==> src/rtl/seg7_scan_ctrl.sv <==
// seg7_scan_ctrl: round-robin scan driver for an 8-digit common-anode
// 7-segment display. One shared segment bus, per-slot blanking against
// ghosting, hex decode, and a double-buffered load that only commits on a
// frame boundary so a frame never shows a mix of old and new content.
module seg7_scan_ctrl #(
    parameter int DIV   = 50000,  // clock cycles per digit slot (>= 2)
    parameter int BLANK = 500     // dark cycles at the start of each slot (< DIV)
) (
    input  logic        clk,
    input  logic        reset,      // synchronous, active-low
    input  logic [31:0] data_i,
    input  logic [7:0]  en_i,
    input  logic [7:0]  dp_i,
    input  logic        load_i,
    output logic [6:0]  seg_o,
    output logic        dp_o,
    output logic [7:0]  an_o,
    output logic        frame_o,
    output logic        pending_o
);

    localparam int             CW       = $clog2(DIV);
    localparam logic [CW-1:0]  CNT_LAST = CW'(DIV - 1);

    // Slot position of the cycle currently on the pins. run_q is low only
    // while in reset, so the first released edge lands exactly on (0,0).
    logic          run_q, run_d;
    logic [CW-1:0] cnt_q, cnt_d;
    logic [2:0]    idx_q, idx_d;
    logic          frame_end;

    // Active (displayed) and pending (loaded, not yet committed) buffers.
    logic [31:0] act_data_q, act_data_d;
    logic [7:0]  act_en_q,   act_en_d;
    logic [7:0]  act_dp_q,   act_dp_d;
    logic [31:0] pnd_data_q, pnd_data_d;
    logic [7:0]  pnd_en_q,   pnd_en_d;
    logic [7:0]  pnd_dp_q,   pnd_dp_d;
    logic        pend_q,     pend_d;

    // Registered pin values.
    logic [7:0] an_q,    an_d;
    logic [6:0] seg_q,   seg_d;
    logic       dp_q,    dp_d;
    logic       frame_q, frame_d;
    logic       lit;

    // Active-low hex decode, bit0 = a ... bit6 = g.
    function automatic logic [6:0] hex_decode(input logic [3:0] nib);
        case (nib)
            4'h0:    hex_decode = 7'h40;
            4'h1:    hex_decode = 7'h79;
            4'h2:    hex_decode = 7'h24;
            4'h3:    hex_decode = 7'h30;
            4'h4:    hex_decode = 7'h19;
            4'h5:    hex_decode = 7'h12;
            4'h6:    hex_decode = 7'h02;
            4'h7:    hex_decode = 7'h78;
            4'h8:    hex_decode = 7'h00;
            4'h9:    hex_decode = 7'h10;
            4'hA:    hex_decode = 7'h08;
            4'hB:    hex_decode = 7'h03;
            4'hC:    hex_decode = 7'h46;
            4'hD:    hex_decode = 7'h21;
            4'hE:    hex_decode = 7'h06;
            default: hex_decode = 7'h0E;
        endcase
    endfunction

    // Advance the slot counter and digit index; detect the frame's last cycle.
    always_comb begin
        // NOTE: every always_comb output gets a default first so no path can
        // leave it unassigned and infer a latch.
        run_d = 1'b1;
        cnt_d = '0;
        idx_d = '0;
        if (run_q) begin
            if (cnt_q == CNT_LAST) begin
                idx_d = idx_q + 3'd1;
            end else begin
                cnt_d = cnt_q + CW'(1);
                idx_d = idx_q;
            end
        end
        frame_end = run_q && (idx_q == 3'd7) && (cnt_q == CNT_LAST);
    end

    // Load into pending; commit at the frame boundary, with a same-edge load
    // bypassing straight into the active buffer.
    always_comb begin
        act_data_d = act_data_q;
        act_en_d   = act_en_q;
        act_dp_d   = act_dp_q;
        pnd_data_d = pnd_data_q;
        pnd_en_d   = pnd_en_q;
        pnd_dp_d   = pnd_dp_q;
        pend_d     = pend_q;
        if (frame_end && load_i) begin
            act_data_d = data_i;
            act_en_d   = en_i;
            act_dp_d   = dp_i;
            pend_d     = 1'b0;
        end else if (frame_end && pend_q) begin
            act_data_d = pnd_data_q;
            act_en_d   = pnd_en_q;
            act_dp_d   = pnd_dp_q;
            pend_d     = 1'b0;
        end else if (load_i) begin
            pnd_data_d = data_i;
            pnd_en_d   = en_i;
            pnd_dp_d   = dp_i;
            pend_d     = 1'b1;
        end
    end

    // Pin values for the next cycle, from its slot position and the active
    // buffer as it will stand after this edge (so a commit shows at once).
    always_comb begin
        lit     = act_en_d[idx_d] && !(int'(cnt_d) < BLANK);
        an_d    = 8'hFF;
        seg_d   = 7'h7F;
        dp_d    = 1'b1;
        frame_d = (cnt_d == '0) && (idx_d == 3'd0);
        if (lit) begin
            an_d  = ~(8'b1 << idx_d);
            seg_d = hex_decode(act_data_d[idx_d*4 +: 4]);
            dp_d  = ~act_dp_d[idx_d];
        end
    end

    // State and output registers with synchronous active-low reset.
    always_ff @(posedge clk) begin
        // NOTE: sequential state uses non-blocking assignments so every flop
        // samples pre-edge values regardless of statement order.
        if (!reset) begin
            // NOTE: the data buffers are reset too, since the display must
            // come up dark and a reset must discard any pending load.
            run_q      <= 1'b0;
            cnt_q      <= '0;
            idx_q      <= '0;
            act_data_q <= '0;
            act_en_q   <= '0;
            act_dp_q   <= '0;
            pnd_data_q <= '0;
            pnd_en_q   <= '0;
            pnd_dp_q   <= '0;
            pend_q     <= 1'b0;
            an_q       <= 8'hFF;
            seg_q      <= 7'h7F;
            dp_q       <= 1'b1;
            frame_q    <= 1'b0;
        end else begin
            run_q      <= run_d;
            cnt_q      <= cnt_d;
            idx_q      <= idx_d;
            act_data_q <= act_data_d;
            act_en_q   <= act_en_d;
            act_dp_q   <= act_dp_d;
            pnd_data_q <= pnd_data_d;
            pnd_en_q   <= pnd_en_d;
            pnd_dp_q   <= pnd_dp_d;
            pend_q     <= pend_d;
            an_q       <= an_d;
            seg_q      <= seg_d;
            dp_q       <= dp_d;
            frame_q    <= frame_d;
        end
    end

    assign an_o      = an_q;
    assign seg_o     = seg_q;
    assign dp_o      = dp_q;
    assign frame_o   = frame_q;
    assign pending_o = pend_q;

endmodule

==> config.mk <==
export PLATFORM = sky130hd
export DESIGN_NAME = seg7_scan_ctrl
export DESIGN_NICKNAME = d
export VERILOG_FILES = /design/src/rtl/seg7_scan_ctrl.sv
export SDC_FILE = /design/constraint.sdc
export NUM_CORES = 1
export LEC_CHECK = 0
export CORE_MARGIN = 10
export CORE_UTILIZATION = 43
export CTS_CLUSTER_DIAMETER = 100
export DETAILED_ROUTE_END_ITERATION = 16
export SLEW_MARGIN = 10
export SYNTH_ARGS = -nofsm -noshare
export SYNTH_HDL_FRONTEND = slang
export SYNTH_SLANG_ARGS = --single-unit
==> constraint.sdc <==
create_clock -name clk -period 4.6 [get_ports clk]
set_input_delay 0.92 -clock clk [delete_from_list [all_inputs] [get_ports clk]]
set_output_delay 0.92 -clock clk [all_outputs]
set_load 0.01 [all_outputs]
==> results of run 1 <==
metrics by stage:
| stage | power (mW) | hold slack [ns] | setup WS, ns | instance area, um2 | std cells |
|---|---|---|---|---|---|
| finish | 2.839 | 0.4536 | 0.4522 | 7971 | 1041 |
| global route | 2.917 | 0.4729 | 0.1442 | 7971 | 1041 |
| CTS | 2.858 | 0.4530 | 0.4610 | 7971 | 1041 |
| detailed placement | 1.362 | 0.4457 | 0.4465 | 7320 | 1009 |
| global placement | 1.358 | 0.4371 | 0.6165 | 7320 | 1009 |
| floorplan | 1.281 | 0.4258 | 0.6962 | 6442 | 786 |
flip-flops by register name (all words and copies together), names as in the netlist:
register,count
dp_o,1
act_data_q,32
cnt_q,16
pnd_dp_q,8
pnd_data_q,32
run_q,1
pnd_en_q,8
frame_o,1
act_en_q,8
idx_q,3
an_o,8
seg_o,7
act_dp_q,8
pending_o,1
cells by family (layout without fill, tap and decap cells):
logic type / Yosys count / count (layout) / share of synthesized area
adders and majority gates: 7 / 7 / 0.01359
xor gates and xnor gates: 17 / 17 / 0.02311
muxes: 34 / 34 / 0.05419
AOI/OAI and AO/OA: 199 / 199 / 0.1962
buffers and inverters: 63 / 134 / 0.04467
and+or+nand+nor: 332 / 332 / 0.2519
DFF: 134 / 134 / 0.4164
worst max-delay path: stages (launching register included):
cell and delay (ns):
dfxtp_1 0.55, or4bb_1 0.63, nor4_4 0.43, nand2_2 0.49
buf_4 0.32, nand3_1 0.09, o211ai_1 0.09, nand4_1 0.12
a21boi_1 0.47, inv_1 0.15, ha_1 0.30, nor2_1 0.16
a211o_1 0.13, o211ai_2 0.08
routing by layer:
layer  routed length, um  share of wire  global-route usage
met2                8718           0.46              0.2927
met1                8323           0.44              0.2302
met4                 413          0.022             0.07614
met3                1324          0.071             0.04940
met5                   0              0                   0
placed cells by master (no fill, tap or decap), drive strengths merged, types with 10 or more instances in the layout:
cell	Yosys	routed
nor3	10	10
and2	22	22
a211oi	11	11
nor2	65	65
clkdlybuf4s50	0	68
nand4	33	33
nand2	135	135
o21ai	37	37
dfxtp	134	134
buf	12	27
a21oi	79	79
a31oi	17	17
xnor2	11	11
nand3	30	30
mux2i	27	27
clkbuf	44	17
power groups by stage:
stage	Clock [mW]	Combinational, mW	Sequential [mW]
after floorplan	0	0.0581	1.22
after global placement	0	0.131	1.23
after detailed placement	0	0.134	1.23
after CTS	1.52	0.135	1.20
after global routing	1.57	0.146	1.20
final	1.50	0.135	1.20
path summary, 6_finish.rpt:
path / to / slack [ns]
setup / recovery: seg_o[1] / 0.45
hold / removal: pnd_data_q[10] / 0.45
setup reg to reg: seg_o[1] / 0.45
hold reg to reg: pnd_data_q[10] / 0.45
final cells by class:
cell class,instances,area share
flip-flops and latches,134,0.3365
repair buffers,95,0.1108
inverters,7,0.003296
clock inverters,15,0.02841
multi-input cells,589,0.4387
clock buffers,17,0.05337
well taps,184,0.02888
==> results.sh, run 1 <==
export IMPL_diodes=0
export IMPL_port_buffer_count=68
export IMPL_wl_per_cell_um=18.04
export IMPL_synth_cells=786
export IMPL_critical_path_required_ns=4.89
export IMPL_drv_slew=0
export IMPL_swShare=0.2206
export IMPL_cts_resized=0
export IMPL_syn_area_um2=6442
export IMPL_cts_max_path_buffers=2
export IMPL_hold_viol_final=0
export IMPL_drtIter0Drc=523
export IMPL_rr_worst_depth=13
export IMPL_yosys_top_cells_area="dfxtp_1 42%, nand2_1 7.9%, a21oi_1 6.1%"
export IMPL_multi_input_area_um2=3497
export IMPL_whs_path_depth=2
export IMPL_dieArea_um2=20280
export IMPL_fillers=1337
export IMPL_switching_power_uw=626.3
export IMPL_period_needed_ns=4.148
export IMPL_comb_power_share=0.048
export IMPL_grtUsageTotal=0.1840
export IMPL_max_freq_mhz=241.1
export IMPL_vias=6078
export IMPL_grt_max_degree=41
export IMPL_grt_overflow_total=0
export IMPL_numCtsBuffers=17
export IMPL_p_int_mw=2.213
export IMPL_async_reset_ff_frac=0
export IMPL_gp_congestion=0.8638
export IMPL_drtPass1Iterations=7
export IMPL_synthTopCellsByCount="135 x nand2_1, 134 x dfxtp_1, 78 x a21oi_1"
export IMPL_fin_skew_ns=0.008603
export IMPL_drive_above_1_share=0.09802
export IMPL_hp_start="pnd_data_q[10]"
export IMPL_cp_max_fo=30
export IMPL_ctsHoldBuffers=0
export IMPL_grt_pass1_wl_um=30200
export IMPL_ys_warn_count=0
export IMPL_drtAntennaViolNets=0
export IMPL_clkPwrFrac=0.529
export IMPL_hold_path_class="reg2reg"
export IMPL_finalNetCount=902
export IMPL_areaGrowthSynthToFinish_pct=23.73
export IMPL_die_w_um=142.4
export IMPL_cts_sinks=134
export IMPL_initial_core_util=0.4416
export IMPL_crit_arrival_ns=4.44
export IMPL_p_per_area_nw_per_um2=356.2
export IMPL_setup_worst_path_start="cnt_q[6]"
export IMPL_htreeDepth=4
export IMPL_crit_type="reg2reg"
export IMPL_end_kind="flop"
export IMPL_status="finished, final reports clean"
export IMPL_dp_hpwl_um=13150
export IMPL_fin_crit_sh=0.9017
export IMPL_dieHeight_um=142.4
export IMPL_clock_root_buffer="clkbuf_16"
export IMPL_synth_edf_count=0
export IMPL_ioPinCount=69
export IMPL_rsz0062_at_grt="no"
export IMPL_post_synth_num_cell_types=71
export IMPL_drt_vias_per_instance=5.839
export IMPL_cap_viol_max_count=0
export IMPL_synth_top_area_frac=0.4164
export IMPL_coreArea_um2=14590
export IMPL_antenna_found_initial=0
export IMPL_worstMarginPinSlew_ns=0.8411
export IMPL_setup_violations=0
export IMPL_clk_pin_slew_ns=0.06
export IMPL_crit_reg2reg_launch="cnt_q[6]"
export IMPL_synth_fp_nets=844
export IMPL_route_detailed_drc=0
export IMPL_synth_most_common_cell="nand2_1"
export IMPL_first_global_vias=5931
export IMPL_postLayoutCoreUtil=0.5464
export IMPL_rows=44
export IMPL_regArea_um2=2683
export IMPL_synth_seq_cells=134
export IMPL_ys_flop_type="dfxtp_1"
export IMPL_relSlewSlack=0.4333
export IMPL_synth_top_area_cell="dfxtp_1"
export IMPL_synth_seq_area_share=0.4164
export IMPL_start_kind="flop"
export IMPL_peakVddDrop_mv=0.2515
export IMPL_tns_ns=0
export IMPL_wl_um=18780
export IMPL_cts_tree="yes"
export IMPL_seqPwrFrac=0.423
export IMPL_p_leak_nw=2.994
export IMPL_insertion_delay_ns=0.43
export IMPL_syn_area_per_cell_um2=8.196
export IMPL_post_cts_buffers=0
Power figures use the tool's default switching activity.
==> run 2, diff against run 1 <==
--- a/config.mk
+++ b/config.mk
@@ -5,10 +5,12 @@
 export SDC_FILE = /design/constraint.sdc
 export NUM_CORES = 1
 export LEC_CHECK = 0
+export ABC_AREA = 1
 export CORE_MARGIN = 10
 export CORE_UTILIZATION = 43
 export CTS_CLUSTER_DIAMETER = 100
 export DETAILED_ROUTE_END_ITERATION = 16
+export PLACE_DENSITY = 0.66
 export SLEW_MARGIN = 10
 export SYNTH_ARGS = -nofsm -noshare
 export SYNTH_HDL_FRONTEND = slang
==> constraint.sdc (replaced) <==
create_clock -name clk -period 3.4 [get_ports clk]
set_input_delay 0.68 -clock clk [delete_from_list [all_inputs] [get_ports clk]]
set_output_delay 0.68 -clock clk [all_outputs]
set_load 0.01 [all_outputs]
==> results.sh, run 2 <==
export IMPL_final_common_cell="nand2_1"
export IMPL_start_kind="flop"
export IMPL_hold_path_class="reg2reg"
export IMPL_wl_per_cell_um=14.58
export IMPL_multi_input_area_um2=3278
export IMPL_worstReg2RegEnd="seg_o[3]"
export IMPL_cts_resized=0
export IMPL_drt_vias_per_instance=5.081
export IMPL_end_kind="flop"
export IMPL_grt_pass1_wl_um=29320
export IMPL_hold_viol_final=0
export IMPL_drtPass1Iterations=5
export IMPL_peakVddDrop_mv=0.3587
export IMPL_rsz0062_at_grt="no"
export IMPL_status="finished, final reports clean"
export IMPL_max_freq_mhz=333.6
export IMPL_dp_hpwl_um=12480
export IMPL_cp_max_fo=36
export IMPL_synth_fp_nets=1015
export IMPL_grtUsageTotal=0.1776
export IMPL_synth_edf_count=0
export IMPL_period_needed_ns=2.998
export IMPL_async_reset_ff_frac=0
export IMPL_antenna_found_initial=0
export IMPL_setup_violations=0
export IMPL_clock_root_buffer="clkbuf_16"
export IMPL_grt_overflow_total=0
export IMPL_cts_max_path_buffers=2
export IMPL_htreeDepth=4
export IMPL_dieArea_um2=20490
export IMPL_crit_reg2reg_launch="idx_q[0]"
export IMPL_synth_top_area_frac=0.4114
export IMPL_relSlewSlack=0.6803
export IMPL_route_detailed_drc=0
export IMPL_wl_um=17740
export IMPL_grt_max_degree=47
export IMPL_whs_path_depth=2
export IMPL_synth_seq_area_share=0.4114
export IMPL_rrSetupSlack_ns=0.40
export IMPL_critical_path_required_ns=3.69
export IMPL_synthTopCellsByCount="206 x nand2_1, 165 x nor2_1, 134 x dfxtp_1"
export IMPL_first_global_vias=5801
export IMPL_gp_congestion=0.8979
export IMPL_holdWs_ns=0.4508
export IMPL_crit_type="reg2reg"
export IMPL_cap_viol_max_count=0
export IMPL_diodes=0
export IMPL_layout_common_cells="206 x nand2_1, 165 x nor2_1, 134 x dfxtp_1, 107 x nand3_1, 80 x inv_1"
export IMPL_p_per_area_nw_per_um2=476.3
export IMPL_drive_above_1_share=0.1026
export IMPL_clk_pin_slew_ns=0.06
export IMPL_hold_end="pnd_en_q[2]"
export IMPL_p_leak_nw=3.480
export IMPL_coreArea_um2=14700
export IMPL_yosys_top_cells_area="dfxtp_1 41%, nand2_1 12%, nor2_1 9.5%"
export IMPL_ctsHoldBuffers=0
export IMPL_rows=44
export IMPL_synth_top_area_cell="dfxtp_1"
export IMPL_port_buffer_count=68
export IMPL_cts_tree="yes"
export IMPL_syn_area_per_cell_um2=6.813
export IMPL_drtIter0Drc=406
export IMPL_drv_slew=0
export IMPL_cts_sinks=134
export IMPL_hp_start="pnd_en_q[2]"
export IMPL_numCtsBuffers=17
export IMPL_rr_worst_depth=19
export IMPL_post_synth_num_cell_types=39
export IMPL_ys_warn_count=0
export IMPL_drtAntennaViolNets=0
export IMPL_areaGrowthSynthToFinish_pct=23.74
export IMPL_insertion_delay_ns=0.43
export IMPL_top_regs="act_data_q (32), pnd_data_q (32), cnt_q (16)"
export IMPL_regArea_um2=2683
export IMPL_dieHeight_um=143.1
export IMPL_fillers=1465
export IMPL_ioPinCount=69
export IMPL_initial_core_util=0.4436
export IMPL_crit_arrival_ns=3.29
export IMPL_post_cts_buffers=0
export IMPL_worstMarginPinSlew_ns=0.4791
export IMPL_ys_flop_type="dfxtp_1"
export IMPL_synth_most_common_cell="nand2_1"
export IMPL_synth_cells=957
export IMPL_fin_skew_ns=0.008704
export IMPL_fin_crit_sh=0.8817
export IMPL_tns_ns=0
export IMPL_vias=6184
export IMPL_synth_seq_cells=134
export IMPL_die_w_um=143.1
export IMPL_finalNetCount=1079
export IMPL_syn_area_um2=6520
[run 2: kinds of logic after synthesis]
family / synth area share
xor gates and xnor gates: 0.001344
DFF: 0.4114
and+or+nand+nor: 0.3846
adders and majority gates: 0.01343
buffers and inverters: 0.08578
AOI/OAI and AO/OA: 0.1034
[run 2: how the worst max path moves through the flow]
stage          slack, ns     start  cells past startpoint       end
2_1_floorplan       0.81  idx_q[0]                     20  seg_o[3]
3_3_place_gp        0.43    load_i                     11  seg_o[4]
3_5_place_dp        0.41    load_i                     15  seg_o[3]
4_1_cts             0.42  cnt_q[0]                     19  seg_o[3]
5_1_grt             0.14  cnt_q[0]                     17  seg_o[5]
6_report            0.40  idx_q[0]                     19  seg_o[3]
[run 2: where the power goes]
group	internal (mW)	switching, mW
registers	1.61	0.0210
clock network	1.31	0.704
logic	0.0889	0.100
total	3.02	0.826
[run 2: cell type report]
class	count	share of cell area
sequential	134	0.3325
clock inverter	13	0.02528
inverter	86	0.04063
tap	184	0.02854
multi-input combinational	689	0.4063
clock buffer	18	0.05444
timing repair buffer	93	0.1123
[run 2: critical path, stage by stage, from the launching register on]
cell and delay (ns):
dfxtp_1 0.34, ha_1 0.23, ha_1 0.19, nand2_1 0.18, inv_1 0.13, nand4_2 0.15, buf_4 0.39, nand2_1 0.09
nand3_1 0.12, nand3_1 0.10, nand3_1 0.16, inv_1 0.05, nand2_1 0.05, nand2_1 0.08, ha_1 0.30, inv_1 0.04
nand3_1 0.07, nand2_1 0.06, nand2_1 0.06, nand3_1 0.07
[run 2: metrics by stage]
step                area, um2  setup slack, ns  utilization  instances  power, mW
floorplan                6520           0.8098            -        957      1.749
global placement         7425           0.4296       0.5051       1186      1.856
detailed placement       7425           0.4077       0.5051       1186      1.858
CTS                      8068           0.4237       0.5489       1217      3.861
global route             8068           0.1380       0.5489       1217      3.955
finish                   8068           0.4024       0.5489       1217      3.842
[run 2: per-layer routing]
layer / part of all wire / routed length [um] / vias up / global-route usage
met5: 0 / 0 / - / 0
met4: 0.0099 / 175 / 0 / 0.04777
met3: 0.053 / 936 / 14 / 0.04478
met2: 0.44 / 7893 / 130 / 0.2803
met1: 0.49 / 8737 / 2836 / 0.2354
li1: - / - / 3204 / -
